$ cat src/rtl/iq_pkg.sv
// iq_pkg: shared types and helpers for iq_word_unpacker
//   byteswap       - reverse the byte order of the low word_w bits of a word
//   extract_sample - optional byte swap, then take the top sample_w bits of the word
//   phase_t        - Q/I word phase of the unpacker FSM
//   pair_t         - buffered sample pair; fields sized for the widest legal build
//   params_ok      - elaboration-time legality check of the unpacker parameters
package iq_pkg;
    localparam int MAX_WORD_W = 64;
    localparam int MAX_SAMPLE_W = 32;
    localparam int MAX_CHAN_W = 8;
    typedef enum logic {Q_WAIT, I_WAIT} phase_t;
    typedef struct packed {
        logic [MAX_SAMPLE_W-1:0] i;
        logic [MAX_SAMPLE_W-1:0] q;
        logic [MAX_CHAN_W-1:0]   chan;
    } pair_t;
    function automatic logic [MAX_WORD_W-1:0] byteswap(input logic [MAX_WORD_W-1:0] w, input int word_w);
        logic [MAX_WORD_W-1:0] r;
        r = '0;
        for (int b = 0; b < MAX_WORD_W / 8; b++)
            if (b < word_w / 8) r[8*b +: 8] = w[8*(word_w/8-1-b) +: 8];
        return r;
    endfunction
    // Upper bits of w beyond word_w must be zero so the shifted result is clean.
    function automatic logic [MAX_WORD_W-1:0] extract_sample(input logic [MAX_WORD_W-1:0] w, input int word_w,
                                                             input int sample_w, input bit swap);
        logic [MAX_WORD_W-1:0] s;
        s = swap ? byteswap(w, word_w) : w;
        return s >> (word_w - sample_w);
    endfunction
    function automatic bit params_ok(input int word_w, input int sample_w, input int channels,
                                     input int decim, input int gap, input int depth);
        return word_w % 8 == 0 && word_w >= 8 && word_w <= MAX_WORD_W &&
               sample_w >= 1 && sample_w <= word_w && sample_w <= MAX_SAMPLE_W &&
               channels >= 1 && channels <= (1 << MAX_CHAN_W) &&
               decim >= 1 && gap >= 1 && depth >= 2 && (depth & (depth - 1)) == 0;
    endfunction
endpackage

$ cat src/rtl/iq_word_unpacker_sync_fifo.sv
// sync_fifo: single-clock FIFO carrying unpacked sample pairs
//   clk, rst_ni       - clock, asynchronous active-low reset (empties the FIFO)
//   wr_en, wr_data    - push; ignored while full
//   rd_en, rd_data    - pop; rd_data shows the head entry combinationally
//   full, empty       - occupancy flags
module sync_fifo #(
    parameter int WIDTH = 8,
    parameter int DEPTH = 4
) (
    input  logic             clk,
    input  logic             rst_ni,
    input  logic             wr_en,
    input  logic [WIDTH-1:0] wr_data,
    input  logic             rd_en,
    output logic [WIDTH-1:0] rd_data,
    output logic             full,
    output logic             empty
);
    localparam int AW = $clog2(DEPTH);
    logic [WIDTH-1:0] mem [DEPTH];
    logic [AW:0] wr_ptr, rd_ptr;
    // Pointers carry one extra wrap bit so full and empty are distinguishable.
    assign empty = wr_ptr == rd_ptr;
    assign full = wr_ptr[AW] != rd_ptr[AW] && wr_ptr[AW-1:0] == rd_ptr[AW-1:0];
    assign rd_data = mem[rd_ptr[AW-1:0]];
    always_ff @(posedge clk or negedge rst_ni) begin
        if (!rst_ni) begin
            wr_ptr <= '0;
            rd_ptr <= '0;
        end else begin
            if (wr_en && !full) wr_ptr <= wr_ptr + (AW+1)'(1);
            if (rd_en && !empty) rd_ptr <= rd_ptr + (AW+1)'(1);
        end
    end
    always_ff @(posedge clk)
        if (wr_en && !full) mem[wr_ptr[AW-1:0]] <= wr_data;
endmodule

$ cat src/rtl/iq_word_unpacker.sv
// iq_word_unpacker: turns interleaved Q,I capture words into paced sample-pair strobes
//   clk, rst_ni            - clock, asynchronous active-low reset
//   clken_i                - clock enable; all state frozen when low
//   word_i, word_valid_i   - input word stream (Q then I, channel 0 upward)
//   word_ready_o           - equals clken_i; the source cannot stall
//   sync_i                 - realign: the next accepted word is Q of channel 0
//   err_clr_i              - clears overrun_o and drop_cnt_o
//   I_o, Q_o, chan_o       - last popped pair, held between strobes
//   dvalid_o               - one-cycle strobe per pair, at least GAP enabled cycles apart
//   overrun_o, drop_cnt_o  - sticky drop flag and saturating dropped-pair count
module iq_word_unpacker
    import iq_pkg::*;
#(
    parameter int WORD_W     = 16,
    parameter int SAMPLE_W   = 10,
    parameter int CHANNELS   = 1,
    parameter int DECIM      = 1,
    parameter int GAP        = 4,
    parameter int FIFO_DEPTH = 4,
    parameter bit BYTE_SWAP  = 1'b1,
    localparam int CHAN_W    = CHANNELS > 1 ? $clog2(CHANNELS) : 1
) (
    input  logic                clk,
    input  logic                rst_ni,
    input  logic                clken_i,
    input  logic [WORD_W-1:0]   word_i,
    input  logic                word_valid_i,
    output logic                word_ready_o,
    input  logic                sync_i,
    input  logic                err_clr_i,
    output logic [SAMPLE_W-1:0] I_o,
    output logic [SAMPLE_W-1:0] Q_o,
    output logic [CHAN_W-1:0]   chan_o,
    output logic                dvalid_o,
    output logic                overrun_o,
    output logic [7:0]          drop_cnt_o
);
    localparam int DEC_W = DECIM > 1 ? $clog2(DECIM) : 1;
    localparam int GAP_W = $clog2(GAP + 1);
    if (!params_ok(WORD_W, SAMPLE_W, CHANNELS, DECIM, GAP, FIFO_DEPTH)) begin : g_bad_params
        $error("iq_word_unpacker: illegal parameter set");
    end
    phase_t phase_q, phase_d, phase_cur;
    logic [CHAN_W-1:0] chan_q, chan_d, chan_cur;
    logic [DEC_W-1:0] dec_q, dec_d, dec_cur;
    logic [SAMPLE_W-1:0] sample, q_hold;
    logic [GAP_W-1:0] gap_q;
    logic accept, q_word, pair_done, frame_end, wr_en, drop, pop, full, empty, unused_rd;
    pair_t wr_pair, rd_pair;
    assign word_ready_o = clken_i;
    assign accept = word_valid_i & clken_i;
    assign sample = SAMPLE_W'(extract_sample(MAX_WORD_W'(word_i), WORD_W, SAMPLE_W, BYTE_SWAP));
    // sync_i acts on the current cycle, so a word arriving with it is already Q of channel 0.
    always_comb begin
        phase_cur = clken_i && sync_i ? Q_WAIT : phase_q;
        chan_cur = clken_i && sync_i ? '0 : chan_q;
        dec_cur = clken_i && sync_i ? '0 : dec_q;
        q_word = accept && phase_cur == Q_WAIT;
        pair_done = accept && phase_cur == I_WAIT;
        frame_end = pair_done && chan_cur == CHAN_W'(CHANNELS - 1);
        phase_d = accept ? (q_word ? I_WAIT : Q_WAIT) : phase_cur;
        chan_d = pair_done ? (frame_end ? '0 : chan_cur + CHAN_W'(1)) : chan_cur;
        dec_d = frame_end ? (dec_cur == DEC_W'(DECIM - 1) ? '0 : dec_cur + DEC_W'(1)) : dec_cur;
        // Full is the registered pre-pop flag: a same-cycle pop cannot make room.
        wr_en = pair_done && dec_cur == '0 && !full;
        drop = pair_done && dec_cur == '0 && full;
        pop = clken_i && !empty && gap_q == '0;
    end
    assign wr_pair = '{i: MAX_SAMPLE_W'(sample), q: MAX_SAMPLE_W'(q_hold), chan: MAX_CHAN_W'(chan_cur)};
    assign unused_rd = ^rd_pair;
    sync_fifo #(.WIDTH($bits(pair_t)), .DEPTH(FIFO_DEPTH)) u_fifo (
        .clk    (clk),
        .rst_ni (rst_ni),
        .wr_en  (wr_en),
        .wr_data(wr_pair),
        .rd_en  (pop),
        .rd_data(rd_pair),
        .full   (full),
        .empty  (empty)
    );
    always_ff @(posedge clk or negedge rst_ni) begin
        if (!rst_ni) begin
            phase_q <= Q_WAIT;
            chan_q <= '0;
            dec_q <= '0;
            q_hold <= '0;
            gap_q <= '0;
        end else begin
            phase_q <= phase_d;
            chan_q <= chan_d;
            dec_q <= dec_d;
            if (q_word) q_hold <= sample;
            if (pop) gap_q <= GAP_W'(GAP - 1);
            else if (clken_i && gap_q != '0) gap_q <= gap_q - GAP_W'(1);
        end
    end
    always_ff @(posedge clk or negedge rst_ni) begin
        if (!rst_ni) begin
            I_o <= '0;
            Q_o <= '0;
            chan_o <= '0;
            dvalid_o <= 1'b0;
            overrun_o <= 1'b0;
            drop_cnt_o <= '0;
        end else begin
            dvalid_o <= pop;
            if (pop) begin
                I_o <= SAMPLE_W'(rd_pair.i);
                Q_o <= SAMPLE_W'(rd_pair.q);
                chan_o <= CHAN_W'(rd_pair.chan);
            end
            if (drop) begin
                overrun_o <= 1'b1;
                drop_cnt_o <= err_clr_i ? 8'd1 : (drop_cnt_o == 8'hFF ? 8'hFF : drop_cnt_o + 8'd1);
            end else if (clken_i && err_clr_i) begin
                overrun_o <= 1'b0;
                drop_cnt_o <= '0;
            end
        end
    end
endmodule

$ cat config.mk
export PLATFORM = sky130hd
export DESIGN_NAME = iq_word_unpacker
export DESIGN_NICKNAME = d
export VERILOG_FILES = /design/src/rtl/iq_pkg.sv /design/src/rtl/iq_word_unpacker_sync_fifo.sv /design/src/rtl/iq_word_unpacker.sv
export SDC_FILE = /design/constraint.sdc
export NUM_CORES = 1
export LEC_CHECK = 0
export ABC_AREA = 1
export BUFFER_PORTS_ARGS = -buffer_cell sky130_fd_sc_hd__buf_2
export CORE_MARGIN = 5
export CORE_UTILIZATION = 60
export DETAILED_ROUTE_END_ITERATION = 6
export GPL_ROUTABILITY_DRIVEN = 0
export PLACE_DENSITY = 0.8
export SLEW_MARGIN = 40
export SYNTH_ARGS = -nofsm -noshare
export SYNTH_HDL_FRONTEND = slang
export SYNTH_SLANG_ARGS = --single-unit
$ cat constraint.sdc
create_clock -name clk -period 5.5 [get_ports clk]
set_input_delay 1.1 -clock clk [delete_from_list [all_inputs] [get_ports clk]]
set_output_delay 1.1 -clock clk [all_outputs]
set_load 0.02 [all_outputs]
==> results.sh <==
export IMPL_status="complete, no violations"
export IMPL_dp_slack_ns=2.23
export IMPL_grt_max_degree=54
export IMPL_first_global_vias=4001
export IMPL_wl_per_cell_um=16.7
export IMPL_power_share_switching_pct=35.4
export IMPL_r2r_start="u_fifo.rd_ptr[0]$_DFFE_PN0P_"
export IMPL_numCtsBuffers=17
export IMPL_drtIter0Drc=325
export IMPL_powerDensity_mw_per_mm2=526
export IMPL_worst_setup_path_type="input pin to output port"
export IMPL_ioPinCount=54
export IMPL_post_route_util_pct=72.0
export IMPL_yosysTopAreaCell="edfxtp_1"
export IMPL_cts_root_buf="clkbuf_8"
export IMPL_cts_hold_fix_buffers=0
export IMPL_irDropWorstVdd_mv=0.309
export IMPL_max_stage_delay_ns=0.51
export IMPL_worst_slack_ns=2.50
export IMPL_cts_sinks=137
export IMPL_cts_max_path_buffers=2
export IMPL_p_leak_nw=2.92
export IMPL_final_hold_violation_count=0
export IMPL_seq_area_frac_synth_pct=66.3
export IMPL_place_area_mm2=0.00613
export IMPL_min_path_type="flop to flop"
export IMPL_clock_latency_ns=0.52
export IMPL_grt_pass1_wl_um=20200
export IMPL_post_cts_buffers=0
export IMPL_dp_hpwl_um=6700
export IMPL_post_synth_most_frequent_cells="nand2_1 (123), nor2_1 (96), edfxtp_1 (84), dfrtp_1 (53), o21ai_0 (47)"
export IMPL_cp_common_cell="buf_2"
export IMPL_drc=0
export IMPL_core_area_mm2=0.00933
export IMPL_drive_gt1_share_pct=18.0
export IMPL_num_vias=4107
export IMPL_tightest_slew_ns=0.727
export IMPL_startpoint_type="input pin"
export IMPL_synth_xor_area_share_pct=0.453
export IMPL_start_util_pct=62.2
export IMPL_dr_pass1_iters=5
export IMPL_fin_worst_skew_ns=0.0105
export IMPL_synth_top_family_by_area="simple AND/OR/NAND/NOR gates"
export IMPL_synth_cell_types=26
export IMPL_cp_num_cells=2
export IMPL_dp_cells=701
export IMPL_die_x_um=108
export IMPL_syn_cell_area_mm2=0.00580
export IMPL_cp_startpoint="clken_i"
export IMPL_p_int_mw=2.28
export IMPL_synthSimpleGateAreaFrac_pct=20.4
export IMPL_instances_no_fill=733
export IMPL_synth_compound_area_share_pct=4.42
export IMPL_critPathCaptureType="output port"
export IMPL_clkPwrFrac_pct=31.8
export IMPL_ys_async_sr_fraction_pct=38.7
export IMPL_timing_critical_path_cells="buf_2 > buf_2"
export IMPL_crit_fanout=31
export IMPL_chipHeight_um=108
export IMPL_ant_nets=0
export IMPL_finalWirelength_um=12200
export IMPL_crit_buf_inv=2
export IMPL_crit_arrival_ns=1.90
export IMPL_max_slew_margin_pct=51.6
export IMPL_synth_area_mux_share_pct=1.94
export IMPL_cap_violations=0
export IMPL_post_cts_resized=0
export IMPL_synth_seq_cells=137
export IMPL_synth_adder_area_share_pct=2.16
export IMPL_dieArea_mm2=0.0117
export IMPL_cts_clk_slew_worst_paths_ns=0.06
export IMPL_setup_viol=0
export IMPL_io_buffers=47
export IMPL_reg2reg_depth=8
export IMPL_timing_final_crit_period_ns=3.00
export IMPL_synthFlopType="edfxtp_1"
export IMPL_synth_nets=576
export IMPL_fp_row_count=35
export IMPL_synth_edf_count=84
export IMPL_hold_depth=2
export IMPL_syn_avg_cell_area_um2=10.7
export IMPL_overflow=0
export IMPL_setup_tns_ns=0
export IMPL_syn_instance_count=544
export IMPL_synth_area_leaders="edfxtp_1 (43%), dfrtp_1 (23%), nand2_1 (8.0%), nor2_1 (6.2%), o21ai_0 (4.1%)"
export IMPL_viasPerCell=5.60
export IMPL_rsz0062_at_grt="false"
export IMPL_total_power_mw=3.53
export IMPL_fin_crit_sh_pct=54.6
export IMPL_hp_start="Q_o[3]$_DFFE_PN0P_"
export IMPL_combPwrFrac_pct=28.3
export IMPL_crit_required_ns=4.40
export IMPL_reg2reg_to="u_fifo.mem[0][18]$_DFFE_PP_"
export IMPL_syn2layout_area_growth_pct=15.8
export IMPL_synth_most_common_cell="nand2_1"
export IMPL_stdcell_area_mm2=0.00672
export IMPL_cts_tree="done"
export IMPL_seqPwrFrac_pct=39.9
export IMPL_grtUsageTotal_pct=22.6
export IMPL_final_nets=623
export IMPL_holdPathEnd="Q_o[3]$_DFFE_PN0P_"
export IMPL_path_delay_family="buffers and inverters"
export IMPL_maxSlewViolCount=0
export IMPL_hold_worst_slack_ns=0.476
export IMPL_ys_warn_count=0
export IMPL_h_tree_depth=4
export IMPL_reg2reg_slack_ns=2.87
export IMPL_p_switching_mw=1.25
export IMPL_diodes=0
export IMPL_synth_top_area_share_pct=43.5
export IMPL_antenna_found_initial=0
export IMPL_fmax_mhz=333
export IMPL_slowest_stage="buf_2"
state kept, by name, summed over array words and instances (netlist names):
signal and flops:
dec_q 1, u_fifo.rd_ptr 3, I_o 10, Q_o 10, chan_o 1, drop_cnt_o 8, u_fifo.wr_ptr 3, chan_q 1
gap_q 3, u_fifo.mem 84, overrun_o 1, phase_q 1, q_hold 10, dvalid_o 1
cells in the final DEF (no fill, tap or decap), types with 2 or more instances in the layout:
cell and count:
ha_1 9, nor2_1 92, mux2_2 10, buf_4 6, nor2_2 4, a21oi_1 2
nand2_1 123, edfxtp_1 84, inv_6 4, inv_1 30, xor2_1 2, nand3_1 26
clkinv_4 3, nand3_4 2, buf_2 47, o21ai_0 47, dfrtp_1 52, nand4_1 24
clkinv_2 2, clkbuf_16 16, nand2_2 2, bufinv_16 3, inv_2 2
layout make-up:
class / instances / area, um2
timing repair buffer: 53 / 280
fill: 588 / 2610
clock buffer: 18 / 418
clock inverter: 14 / 173
inverter: 32 / 120
tap: 129 / 161
sequential: 137 / 3850
multi-input combinational: 350 / 1720
worst max path at each step:
| stage | endpoint | slack, ns |
|---|---|---|
| after floorplan | u_fifo.mem[0][0]$_DFFE_PP_ | 1.97 |
| after global placement | u_fifo.mem[3][19]$_DFFE_PP_ | 2.31 |
| after detailed placement | u_fifo.mem[1][19]$_DFFE_PP_ | 2.23 |
| after CTS | word_ready_o | 2.52 |
| after global routing | word_ready_o | 2.47 |
| final | word_ready_o | 2.50 |
routing by layer:
layer / part of all wire [%] / wire, um / GRT usage [%] / vias up
met5: 0 / 0 / 0 / -
met4: 0.97 / 119 / 6.76 / 0
met3: 7.7 / 939 / 5.13 / 15
met2: 50 / 6140 / 38.2 / 184
met1: 41 / 5040 / 29.4 / 1980
li1: - / - / - / 1928
cell families after synthesis:
| logic type | Yosys count |
|---|---|
| fa+ha+maj | 10 |
| buf+inv | 57 |
| xor+xnor | 3 |
| compound gates | 50 |
| simple gates | 277 |
| flops | 137 |
| mux | 10 |
power by group through the flow:
| stage | clock (mW) | combinational, mW | sequential [mW] |
|---|---|---|---|
| floorplan | 0 | 0.640 | 1.48 |
| global placement | 0 | 0.938 | 1.41 |
| detailed placement | 0 | 0.975 | 1.42 |
| CTS | 1.13 | 1.00 | 1.40 |
| global route | 1.18 | 1.13 | 1.43 |
| finish | 1.12 | 1.00 | 1.41 |
Power figures use the tool's default switching activity.
